===== src/rtl/pq_request_scheduler.sv =====
// Round-robin multi-client front end for the register-tree priority queue.
// Define PQ_SCHED_STATS_EN to add the o_stat_issued/o_stat_errors/o_stat_stall counters.
module pq_request_scheduler #(
    parameter int NUM_REQ       = 4,
    parameter int DATA_WIDTH    = 16,
    parameter int QUEUE_SIZE    = 15,
    parameter int SETTLE_CYCLES = 2 * $clog2(QUEUE_SIZE)
) (
    input  logic                          i_CLK,
    input  logic                          i_RST,
    input  logic [NUM_REQ-1:0]            i_req_valid,
    input  logic [2*NUM_REQ-1:0]          i_req_op,
    input  logic [NUM_REQ*DATA_WIDTH-1:0] i_req_data,
    output logic [NUM_REQ-1:0]            o_req_ready,
    output logic [NUM_REQ-1:0]            o_rsp_valid,
    output logic [DATA_WIDTH-1:0]         o_rsp_data,
    output logic                          o_rsp_err,
    output logic                          o_pq_wrt,
    output logic                          o_pq_read,
    output logic [DATA_WIDTH-1:0]         o_pq_data,
    input  logic                          i_pq_full,
    input  logic                          i_pq_empty,
    input  logic [DATA_WIDTH-1:0]         i_pq_data
`ifdef PQ_SCHED_STATS_EN
    ,
    output logic [31:0]                   o_stat_issued,
    output logic [31:0]                   o_stat_errors,
    output logic [31:0]                   o_stat_stall
`endif
);

    localparam int SETTLE_LEN = (SETTLE_CYCLES < 1) ? 1 : SETTLE_CYCLES;
    localparam int CNT_W      = $clog2(SETTLE_LEN + 1);
    localparam int PTR_W      = (NUM_REQ > 1) ? $clog2(NUM_REQ) : 1;

    typedef enum logic [1:0] {
        IDLE,
        ISSUE,
        RESP,
        SETTLE
    } state_t;

    state_t                state;
    state_t                next_state;
    logic [PTR_W-1:0]      rr_ptr;
    logic [CNT_W-1:0]      settle_cnt;
    logic [1:0]            op_q;
    logic [DATA_WIDTH-1:0] data_q;
    logic [DATA_WIDTH-1:0] popped_q;
    logic [PTR_W-1:0]      grant_q;
    logic                  err_q;

    logic                  found;
    logic                  accept;
    logic [PTR_W-1:0]      grant;
    logic [PTR_W-1:0]      idx;
    logic [1:0]            grant_op;
    logic [DATA_WIDTH-1:0] grant_data;
    logic                  grant_err;

    // First valid client at or after the round-robin pointer, wrapping.
    always_comb begin
        found = 1'b0;
        grant = '0;
        idx   = '0;
        for (int unsigned i = 0; i < NUM_REQ; i++) begin
            idx = PTR_W'((32'(rr_ptr) + i) % NUM_REQ);
            if (!found && i_req_valid[idx]) begin
                found = 1'b1;
                grant = idx;
            end
        end
        grant_op   = i_req_op[2*grant +: 2];
        grant_data = i_req_data[DATA_WIDTH*grant +: DATA_WIDTH];
        case (grant_op)
            2'b01:   grant_err = i_pq_full || (grant_data == '0);
            2'b10:   grant_err = i_pq_empty;
            2'b11:   grant_err = (grant_data == '0);
            default: grant_err = 1'b1;
        endcase
        accept = (state == IDLE) && (settle_cnt == '0) && found && !i_RST;
    end

    always_ff @(posedge i_CLK or posedge i_RST) begin
        if (i_RST) state <= IDLE;
        else       state <= next_state;
    end

    always_comb begin
        next_state = state;
        case (state)
            IDLE:    if (accept) next_state = ISSUE;
            ISSUE:   next_state = RESP;
            RESP:    next_state = err_q ? IDLE : SETTLE;
            SETTLE:  if (settle_cnt <= CNT_W'(1)) next_state = IDLE;
            default: next_state = IDLE;
        endcase
    end

    always_comb begin
        o_req_ready = '0;
        if (accept) o_req_ready[grant] = 1'b1;
        o_pq_wrt    = (state == ISSUE) && !err_q && op_q[0];
        o_pq_read   = (state == ISSUE) && !err_q && op_q[1];
        o_pq_data   = ((state == ISSUE) && !err_q) ? data_q : '0;
        o_rsp_valid = '0;
        if (state == RESP) o_rsp_valid[grant_q] = 1'b1;
        o_rsp_data  = (state == RESP) ? popped_q : '0;
        o_rsp_err   = (state == RESP) && err_q;
    end

    always_ff @(posedge i_CLK or posedge i_RST) begin
        if (i_RST) begin
            rr_ptr     <= '0;
            settle_cnt <= '0;
            op_q       <= '0;
            data_q     <= '0;
            popped_q   <= '0;
            grant_q    <= '0;
            err_q      <= 1'b0;
        end else begin
            if (accept) begin
                op_q    <= grant_op;
                data_q  <= grant_data;
                grant_q <= grant;
                err_q   <= grant_err;
                rr_ptr  <= (grant == PTR_W'(NUM_REQ - 1)) ? '0 : grant + 1'b1;
            end
            // Root is sampled before the queue pops, so it is the value removed.
            if (state == ISSUE)
                popped_q <= (!err_q && op_q[1]) ? i_pq_data : '0;
            if (state == RESP && !err_q)
                settle_cnt <= CNT_W'(SETTLE_LEN);
            else if (settle_cnt != '0)
                settle_cnt <= settle_cnt - 1'b1;
        end
    end

`ifdef PQ_SCHED_STATS_EN
    always_ff @(posedge i_CLK or posedge i_RST) begin
        if (i_RST) begin
            o_stat_issued <= '0;
            o_stat_errors <= '0;
            o_stat_stall  <= '0;
        end else begin
            if (o_pq_wrt || o_pq_read)                o_stat_issued <= o_stat_issued + 32'd1;
            if (o_rsp_err)                            o_stat_errors <= o_stat_errors + 32'd1;
            if ((|i_req_valid) && (o_req_ready == '0)) o_stat_stall  <= o_stat_stall + 32'd1;
        end
    end
`endif

endmodule


===== config.mk =====
export PLATFORM = sky130hd
export DESIGN_NAME = pq_request_scheduler
export DESIGN_NICKNAME = d
export VERILOG_FILES = /design/src/rtl/pq_request_scheduler.sv
export SDC_FILE = /design/constraint.sdc
export NUM_CORES = 1
export LEC_CHECK = 0
export ABC_CLOCK_PERIOD_IN_PS = 4450
export CAP_MARGIN = 20
export CORE_AREA = 2 2 84 86
export CTS_CLUSTER_DIAMETER = 200
export DETAILED_ROUTE_END_ITERATION = 7
export DIE_AREA = 0 0 86 88
export MAX_ROUTING_LAYER = met4
export PLACE_DENSITY = 0.94
export SLEW_MARGIN = 25
export SYNTH_ARGS = -nofsm -noshare
export SYNTH_HDL_FRONTEND = slang
export SYNTH_SLANG_ARGS = --single-unit
export TNS_END_PERCENT = 20

===== constraint.sdc =====
create_clock -name i_CLK -period 4.45 [get_ports i_CLK]
set_clock_uncertainty 0.05 [all_clocks]
set_input_delay 0.6675 -clock i_CLK [delete_from_list [all_inputs] [get_ports i_CLK]]
set_output_delay 0.6675 -clock i_CLK [all_outputs]
set_load 0.01 [all_outputs]

# [Yosys cells after proc, flatten, opt, wreduce, memory -nomap -nowiden]
# Cells that the tools add are included.
[totals] reg_bits=45 in_bits=96
[classes] n_mux=33 n_lt_le_gt_ge=9 shift=2 n_eq_ne=9 addsub=5 n_reduce_logical=26
[ops] cell="indexed part select 64 x 7 -> 16 bit" n=1
[ops] cell="two-way mux 16 bit" n=3
[ops] cell="less-than comparator 2 x 3 -> 1 bit (second input constant)" n=6
[ops] cell="logical NOT 16 bit" n=1
[ops] cell="two-way mux 2 bit" n=8
[ops] cell="two-way mux 4 bit" n=4
[ops] cell="logical AND 1 bit" n=14
[ops] cell="== test 2 bit (second input constant)" n=5
[ops] cell="two-way mux 1 bit" n=10
[ops] cell="binary-select mux 1 bit (select 2 bit)" n=4
[ops] cell="case mux 2 bit (4 select lines)" n=1
[ops] cell="indexed part select 8 x 4 -> 2 bit" n=1
[ops] cell="logical NOT 1 bit" n=5
[ops] cell="adder 2 x 1 -> 2 bit (second input constant)" n=2
[ops] cell="adder 2 bit (second input constant)" n=2
[ops] cell="demux 1 bit (select 2 bit)" n=2
[ops] cell="== test 2 x 1 -> 1 bit (second input constant)" n=2
[ops] cell="greater-or-equal comparator 2 x 1 -> 1 bit (second input constant)" n=2
[ops] cell="less-or-equal comparator 4 x 1 -> 1 bit (second input constant)" n=1
[ops] cell="logical NOT 4 bit" n=1
[ops] cell="!= test 2 bit (second input constant)" n=2
[ops] cell="nonzero test 4 bit" n=1
[ops] cell="subtractor 4 x 1 -> 4 bit (second input constant)" n=1
[ops] cell="case mux 1 bit (3 select lines)" n=1
[ops] cell="other kinds (4)" n=4

# [Longest topological paths before layout]
# Gate-level depths: netlist of run 1.
[logic_depth] word_depth=17 depth_mapped=11 depth_no_buf=9

# [Worst setup path after synthesis of run 1]
# OpenSTA, ideal clock, no wires.
[synth_path] path_kind="input to output" from="in i_req_valid[2]" to="out o_req_ready[3]" cell_stages=8 arrival_time_ps=2466 path_buffers=2 path_slack_ps=1266 t_required_ps=3733 cell_sequence="nor2b_1 > or4b_1 > buf_2 > and2_4 > inv_1 > buf_1 > ha_1 > and3_1"
[synth_between] elab_chain_cells=17 elab_cells_between_ends=30 classes_between="2 x order compare; 19 x mux; 9 x reduce/logical"
[synth_lines] element="from (decl)" line_no="11" source="input logic [NUM_REQ-1:0] i_req_valid,"
[synth_lines] element="binary-select mux 1 bit (select 2 bit)" line_no="68" source="if (!found && i_req_valid[idx]) begin"
[synth_lines] element="two-way mux 1 bit (implied by the code)" line_no="68"
[synth_lines] element="two-way mux 1 bit" line_no="68"
[synth_lines] element="logical NOT 1 bit" line_no="68"
[synth_lines] element="logical AND 1 bit" line_no="68"
[synth_lines] element="two-way mux 1 bit" line_no="68"
[synth_lines] element="logical NOT 1 bit" line_no="68"
[synth_lines] element="logical AND 1 bit" line_no="68"
[synth_lines] element="[2 not listed]"
[synth_lines] element="logical AND 1 bit" line_no="68"
[synth_lines] element="two-way mux 2 bit *" line_no="68"
[synth_lines] element="via grant[0]" line_no="55" source="logic [PTR_W-1:0] grant;"
[synth_lines] element="less-than comparator 2 x 3 -> 1 bit (implied by the code) or greater-or-equal comparator 2 x 1 -> 1 bit (tied branches)" line_no="102" source="if (accept) o_req_ready[grant] = 1'b1;"
[synth_lines] element="logical AND 1 bit (implied by the code)" line_no="102"
[synth_lines] element="two-way mux 1 bit (implied by the code)" line_no="102"
[synth_lines] element="demux 1 bit (select 2 bit) *" line_no="102"
[synth_lines] element="two-way mux 4 bit *" line_no="102"
[synth_lines] element="to (decl)" line_no="14" source="output logic [NUM_REQ-1:0] o_req_ready,"
# Mark *: on every way through the listed nets, which the timed path passes. The rest lies on a longest branch. The select of a mux whose other input is x is not followed.

# [Worst setup path after layout of run 1]
[layout_path] from="in i_req_valid[3]" to="out o_req_ready[0]"
[layout_between] elab_chain_cells=17 elab_cells_between_ends=30 classes_between="2 x order compare; 19 x mux; 9 x reduce/logical"
[layout_lines] element="binary-select mux 1 bit (select 2 bit)" line_no="68"
[layout_lines] element="two-way mux 1 bit (implied by the code)" line_no="68"
[layout_lines] element="two-way mux 1 bit" line_no="68"
[layout_lines] element="logical NOT 1 bit" line_no="68"
[layout_lines] element="logical AND 1 bit" line_no="68"
[layout_lines] element="two-way mux 1 bit" line_no="68"
[layout_lines] element="logical NOT 1 bit" line_no="68"
[layout_lines] element="logical AND 1 bit" line_no="68"
[layout_lines] element="two-way mux 1 bit" line_no="68"
[layout_lines] element="logical NOT 1 bit" line_no="68"
[layout_lines] element="logical AND 1 bit" line_no="68"
[layout_lines] element="two-way mux 2 bit" line_no="68"
[layout_lines] element="less-than comparator 2 x 3 -> 1 bit (implied by the code) or greater-or-equal comparator 2 x 1 -> 1 bit (tied branches)" line_no="102"
[layout_lines] element="logical AND 1 bit (implied by the code)" line_no="102"
[layout_lines] element="two-way mux 1 bit (implied by the code)" line_no="102"
[layout_lines] element="demux 1 bit (select 2 bit)" line_no="102"
[layout_lines] element="two-way mux 4 bit *" line_no="102"
# Mark *: on every way between the ends. The rest lies on a longest branch, timed or not. The select of a mux whose other input is x is not followed.

==> impl_metrics.json, run 1 <==
{
  "internal_power_mw": 1.27,
  "drt-wirelength-per-cell_um": 16.3,
  "min-delay-path-class": "reg -> reg",
  "initial_utilization_pct": 43.6,
  "drt_pre_antenna_iters": 4,
  "max-slew-margin-rel_pct": 35.9,
  "finalCoreUtilization_pct": 67.0,
  "drive_gt1_share_pct": 6.84,
  "clock_path_buffers": 2,
  "setup_viol": 0,
  "clockRootBuffer": "clkbuf_8",
  "top_cell_type_by_total_area_after_synthesis": "dfrtp_1",
  "detailedPlacementHpwl_mm": 6.82,
  "crit_top_cell": "clkdlybuf4s50_1",
  "max_freq_mhz": 250,
  "placed_cells_incl_taps": 541,
  "num_clock_sinks": 45,
  "core_um2": 6640,
  "layout.cells.non_filler": 548,
  "synthFlopType": "dfrtp_1",
  "crit_type": "in -> out",
  "design.portCount": 139,
  "clk_pin_slew_ps": 80,
  "worst-slew-pin-transition_ps": 960,
  "finalWeightedCongestion": 0.997,
  "cts_post_setup_buffers_inserted": 0,
  "yosys.area.top_type_share_pct": 38.9,
  "place_area_um2": 4350,
  "diodes": 0,
  "row_count": 30,
  "sw_frac_of_total_pct": 39.7,
  "final.min_clock_period_ps": 4000,
  "nNetsFinal": 571,
  "detailroute.via_count": 3042,
  "critical_path.startpoint_type": "input port",
  "max_stage_delay_ps": 550,
  "comb_power_share_pct": 52.4,
  "rsz0062_at_grt": "false",
  "ys_seq_area_share_pct": 38.9,
  "post-route-worst-setup-slack_ps": 454,
  "syn_nets": 440,
  "wire_length_of_the_first_global_routing_pass_mm": 14.2,
  "power.clock.fraction_pct": 14.1,
  "remaining_drc_errors": 0,
  "cts_max_level": 2,
  "yosys_warnings": 0,
  "yosysUniqueCellTypes": 43,
  "place_ws_ps": 460,
  "first_iter_violations": 165,
  "min_period_over_period_pct": 89.8,
  "critPathBufInv": 3,
  "timing.critical_path.to_type": "output port",
  "die_width_um": 86,
  "ant_nets": 0,
  "routed_wirelength_mm": 8.94,
  "syn_to_final_growth_pct": 53.8,
  "critical_path.slowest_cell": "nor2_1",
  "irDropWorstVdd_uv": 213,
  "antenna_found_initial": 0,
  "power.static_leakage_nw": 1.94,
  "clkLatencyLatePin_ps": 300,
  "netSwitchingPower_mw": 0.835,
  "critical_path_arrival_ps": 3280,
  "n_fill_cell": 548,
  "dieHeight_um": 88,
  "post_cts.resized_instances": 0,
  "cts_hold_repair.buffers": 0,
  "postLayoutCellArea_um2": 4450,
  "hold_violations": 0,
  "crit_family": "buffers and inverters",
  "port_buffers": 138,
  "netlist_top_cells_area": "dfrtp_1 (39%), a22o_1 (7.9%), and2_1 (7.6%)",
  "tritoncts.num_buffers": 5,
  "crit_fanout": 30,
  "avgViaCountPerCell": 5.55,
  "die_area_um2": 7570,
  "grt_start_max_net_pins": 46,
  "max_cap_violations": 0,
  "gr-total-overflow": 0,
  "cp_cell_sequence": "clkdlybuf4s50_1 > nor2_1 > or4b_1 > and2_4 > buf_4 > ha_1 > and3_1 > clkdlybuf4s50_1",
  "async_flop_share_pct": 100,
  "power_density_nw_per_um2": 473,
  "grt.total_usage_pct": 24.5,
  "synthesis.area_per_instance_um2": 8.59,
  "first_global_vias": 3043,
  "synth-seq-cells": 45,
  "syn-cell-area_um2": 2900,
  "run_status": "complete, no violations",
  "pwr-share-seq_pct": 33.5,
  "synth_edf_count": 0,
  "crit_required_ps": 3730,
  "timing.final.max_slew_violations": 0,
  "cell_count_after_synthesis": 337,
  "tritoncts": "done",
  "setup_tns_ps": 0
}
[state kept, by name, summed over array words and instances (netlist names)]
register    cells
state           2
op_q            2
settle_cnt      4
grant_q         2
popped_q       16
data_q         16
err_q           1
rr_ptr          2
[per-stage QoR]
step	hold slack, ps	total power [mW]
5_1_grt	449	2.27
6_report	423	2.11
4_1_cts	430	2.11
3_3_place_gp	404	1.75
2_1_floorplan	390	1.41
3_5_place_dp	412	1.80
[worst reg2reg max path: stages, from the launching register on]
cell	delay, ps
dfrtp_1	420
nor2b_1	400
a211o_1	260
nand2_1	250
clkinv_1	190
buf_4	260
a32oi_1	170
nor4_1	400
nand4b_1	160
or3_1	410
a211oi_1	280
[cells by family after synthesis]
| logic type | Yosys count | synth area share (%) |
|---|---|---|
| buf+inv | 32 | 4.62 |
| compound gates | 98 | 24.3 |
| simple gates | 147 | 26.2 |
| flops | 45 | 38.9 |
| fa+ha+maj | 7 | 3.02 |
| mux | 6 | 2.33 |
| xor+xnor | 2 | 0.605 |
[per-layer routing]
metal / vias up / global-route usage, % / share of wire (%)
met4: 0 / 7.94 / 2.2
met3: 21 / 4.81 / 7.4
li1: 1462 / - / -
met5: - / - / 0
met2: 157 / 45.5 / 51
met1: 1402 / 26.1 / 39
[layout by cell type (no fill, tap or decap), types with 2 or more instances in the layout]
cell type / netlist / final
nand2_1: 52 / 52
and3_1: 5 / 5
nor2b_1: 4 / 4
dfrtp_1: 45 / 45
nor2_1: 13 / 13
a211oi_2: 2 / 2
a211o_1: 2 / 2
and2_1: 35 / 35
inv_1: 7 / 6
nand3_1: 13 / 13
mux2_2: 6 / 6
a32oi_1: 4 / 4
a211oi_1: 3 / 3
clkdlybuf4s50_1: 0 / 138
nor4_1: 5 / 5
o211a_1: 3 / 3
nor3b_1: 5 / 5
nand4_1: 2 / 2
clkinv_2: 0 / 2
a21oi_1: 24 / 24
or3_1: 2 / 2
a21bo_2: 4 / 4
nor3_1: 3 / 3
clkbuf_8: 0 / 5
ha_1: 7 / 7
nand2b_1: 2 / 2
o31ai_1: 3 / 3
a22o_1: 26 / 26
a221oi_1: 4 / 4
a21boi_0: 2 / 2
xnor2_1: 2 / 2
o21ai_0: 18 / 18
buf_4: 0 / 10
[Yosys cell counts, types with 6 or more instances]
cell type and n:
inv_1 7, nor2_1 13, clkbuf_1 16, nand2_1 52, a21oi_1 24, ha_1 7, a22o_1 26, o21ai_0 18
mux2_2 6, nand3_1 13, dfrtp_1 45, and2_1 35
[power groups by stage]
stage	clock (mW)	sequential (mW)	combinational, mW
final	0.297	0.705	1.10
after global routing	0.321	0.726	1.23
after CTS	0.305	0.702	1.11
after detailed placement	0	0.710	1.09
after global placement	0	0.694	1.05
after floorplan	0	0.665	0.747
[final cells by class]
class	instances	area [um2]	share of cell area [%]
Clock buffer	5	68.8	1.55
Clock inverter	2	35.0	0.787
Inverter	8	31.3	0.702
Multi-Input combinational cell	260	1640	36.7
Sequential cell	45	1130	25.3
Tap cell	80	100	2.25
Timing Repair Buffer	148	1460	32.7
[final timing paths]
path                                      from              to  slack (ps)  depth (start not counted)
worst max-delay path            i_req_valid[3]  o_req_ready[0]         450                          8
max in group asynchronous                i_RST       data_q[9]        3060                          2
worst max register to register       rr_ptr[0]           err_q        1120                         10
min in group asynchronous                i_RST     popped_q[4]         830                          2
worst min-delay path                 data_q[4]       data_q[4]         420                          2
worst min register to register       data_q[4]       data_q[4]         420                          2
No activity file was read; power rests on OpenSTA's default activity.
==> run 2, diff against run 1 <==
- CORE_AREA: 2 2 84 86 -> 4 4 86 88
- DIE_AREA: 0 0 86 88 -> 0 0 90 92
==> impl_metrics.json, run 2 (synthesized netlist as in run 1, its figures left out) <==
{
  "worst-slew-pin-transition_ps": 972,
  "setup_viol": 0,
  "power.clock.fraction_pct": 12.6,
  "fin_total_pwr_mw": 2.04,
  "num_clock_sinks": 45,
  "min_period_over_period_pct": 89.6,
  "die_width_um": 90,
  "max_stage_delay_ps": 540,
  "cts_post_setup_buffers_inserted": 0,
  "internal_power_mw": 1.21,
  "crit_top_cell": "clkdlybuf4s50_1",
  "cp_cell_sequence": "clkdlybuf4s50_1 > nor2_1 > or4_1 > and2_4 > inv_1 > ha_1 > and3_1 > clkdlybuf4s50_1",
  "power.static_leakage_nw": 1.92,
  "mostFrequentLayoutCell": "clkdlybuf4s50_1",
  "grt_start_max_net_pins": 46,
  "finalWeightedCongestion": 0.836,
  "post-route-worst-setup-slack_ps": 462,
  "setup_tns_ps": 0,
  "critical_path_arrival_ps": 3270,
  "layout.cells.non_filler": 546,
  "routed_wirelength_mm": 8.90,
  "min-delay-path-class": "reg -> reg",
  "placed_cells_incl_taps": 538,
  "drt_pre_antenna_iters": 4,
  "final.min_clock_period_ps": 3990,
  "syn_to_final_growth_pct": 52.6,
  "gr-total-overflow": 0,
  "nNetsFinal": 568,
  "post_cts.resized_instances": 0,
  "ant_nets": 0,
  "drt-wirelength-per-cell_um": 16.3,
  "timing.final.max_slew_violations": 0,
  "tritoncts.num_buffers": 5,
  "detailedPlacementHpwl_mm": 6.91,
  "cts_max_level": 2,
  "clk_pin_slew_ps": 90,
  "critical_path.startpoint_type": "input port",
  "irDropWorstVdd_uv": 247,
  "largestRegisters": "data_q: 16 flops, popped_q: 16 flops, settle_cnt: 4 flops",
  "die_area_um2": 8280,
  "crit_family": "simple AND/OR/NAND/NOR gates",
  "grt.total_usage_pct": 22.0,
  "critical_path.slowest_cell": "nor2_1",
  "port_buffers": 138,
  "finalHoldWorstSlack_ps": 428,
  "max-slew-margin-rel_pct": 35.1,
  "detailroute.via_count": 3037,
  "run_status": "complete, no violations",
  "finalCoreUtilization_pct": 66.5,
  "clock_path_buffers": 2,
  "initial_utilization_pct": 43.6,
  "timing.critical_path.to_type": "output port",
  "max_cap_violations": 0,
  "diodes": 0,
  "drive_gt1_share_pct": 6.44,
  "antenna_found_initial": 0,
  "max_freq_mhz": 251,
  "mostFrequentLayoutCells": "clkdlybuf4s50_1 (138), nand2_1 (52), dfrtp_1 (45)",
  "rsz0062_at_grt": "false",
  "comb_power_share_pct": 53.1,
  "remaining_drc_errors": 0,
  "tritoncts": "done",
  "first_global_vias": 3051,
  "cts_hold_repair.buffers": 0,
  "power_density_nw_per_um2": 463,
  "hold_violations": 0,
  "clockRootBuffer": "clkbuf_8",
  "sw_frac_of_total_pct": 41.0,
  "avgViaCountPerCell": 5.56,
  "postLayoutCellArea_um2": 4420,
  "critPathBufInv": 3,
  "place_ws_ps": 461,
  "dieHeight_um": 92,
  "clkLatencyLatePin_ps": 300,
  "crit_fanout": 31,
  "row_count": 30,
  "design.portCount": 139,
  "wire_length_of_the_first_global_routing_pass_mm": 14.4,
  "crit_type": "in -> out",
  "netSwitchingPower_mw": 0.837,
  "pwr-share-seq_pct": 34.3,
  "place_area_um2": 4330,
  "crit_required_ps": 3730,
  "core_um2": 6640,
  "first_iter_violations": 135
}
run 2: changes by cell type in the layout (fill, tap and decap cells not counted), sizes merged:
cell / before / now
buf: 10 / 7
bufinv: 1 / 0
clkinvlp: 0 / 1
inv: 6 / 7
run 2: power groups by stage:
stage	combinational, mW	sequential (mW)	clock (mW)
after floorplan	0.747	0.665	0
after global placement	1.04	0.695	0
after CTS	1.09	0.698	0.265
after global routing	1.21	0.728	0.284
final	1.08	0.701	0.258
after detailed placement	1.09	0.707	0
run 2: layer usage:
metal / global-route usage [%] / share of wire [%] / up-vias
met5: - / 0 / -
met4: 6.63 / 1.6 / 0
met3: 5.74 / 7.0 / 17
met2: 40.6 / 51 / 138
met1: 23.2 / 41 / 1417
li1: - / - / 1465
run 2: path summary, 6_finish.rpt:
check,end,slack (ps),startpoint,depth (start not counted)
max,o_req_ready[3],460,i_req_valid[1],8
max reg2reg,err_q,1260,rr_ptr[0],10
min reg2reg,op_q[1],430,op_q[1],2
max in group asynchronous,rr_ptr[1],3090,i_RST,2
min,op_q[1],430,op_q[1],2
min in group asynchronous,grant_q[1],820,i_RST,2
run 2: cell type report:
class / count / area [um2]
clock buffers: 5 / 68.8
clock inverters: 3 / 21.3
fillers: 548 / 2230
inverters: 8 / 31.3
multi-input cells: 260 / 1640
flip-flops and latches: 45 / 1130
well taps: 80 / 100
repair buffers: 145 / 1430
run 2: worst register-to-register path, stage by stage (launching register included):
cell	delay, ps
dfrtp_1	410
nor2b_1	340
a211o_1	240
nand2_1	250
clkinv_1	180
buf_4	260
a32oi_1	180
nor4_1	390
nand4b_1	180
or3_1	420
a211oi_1	200
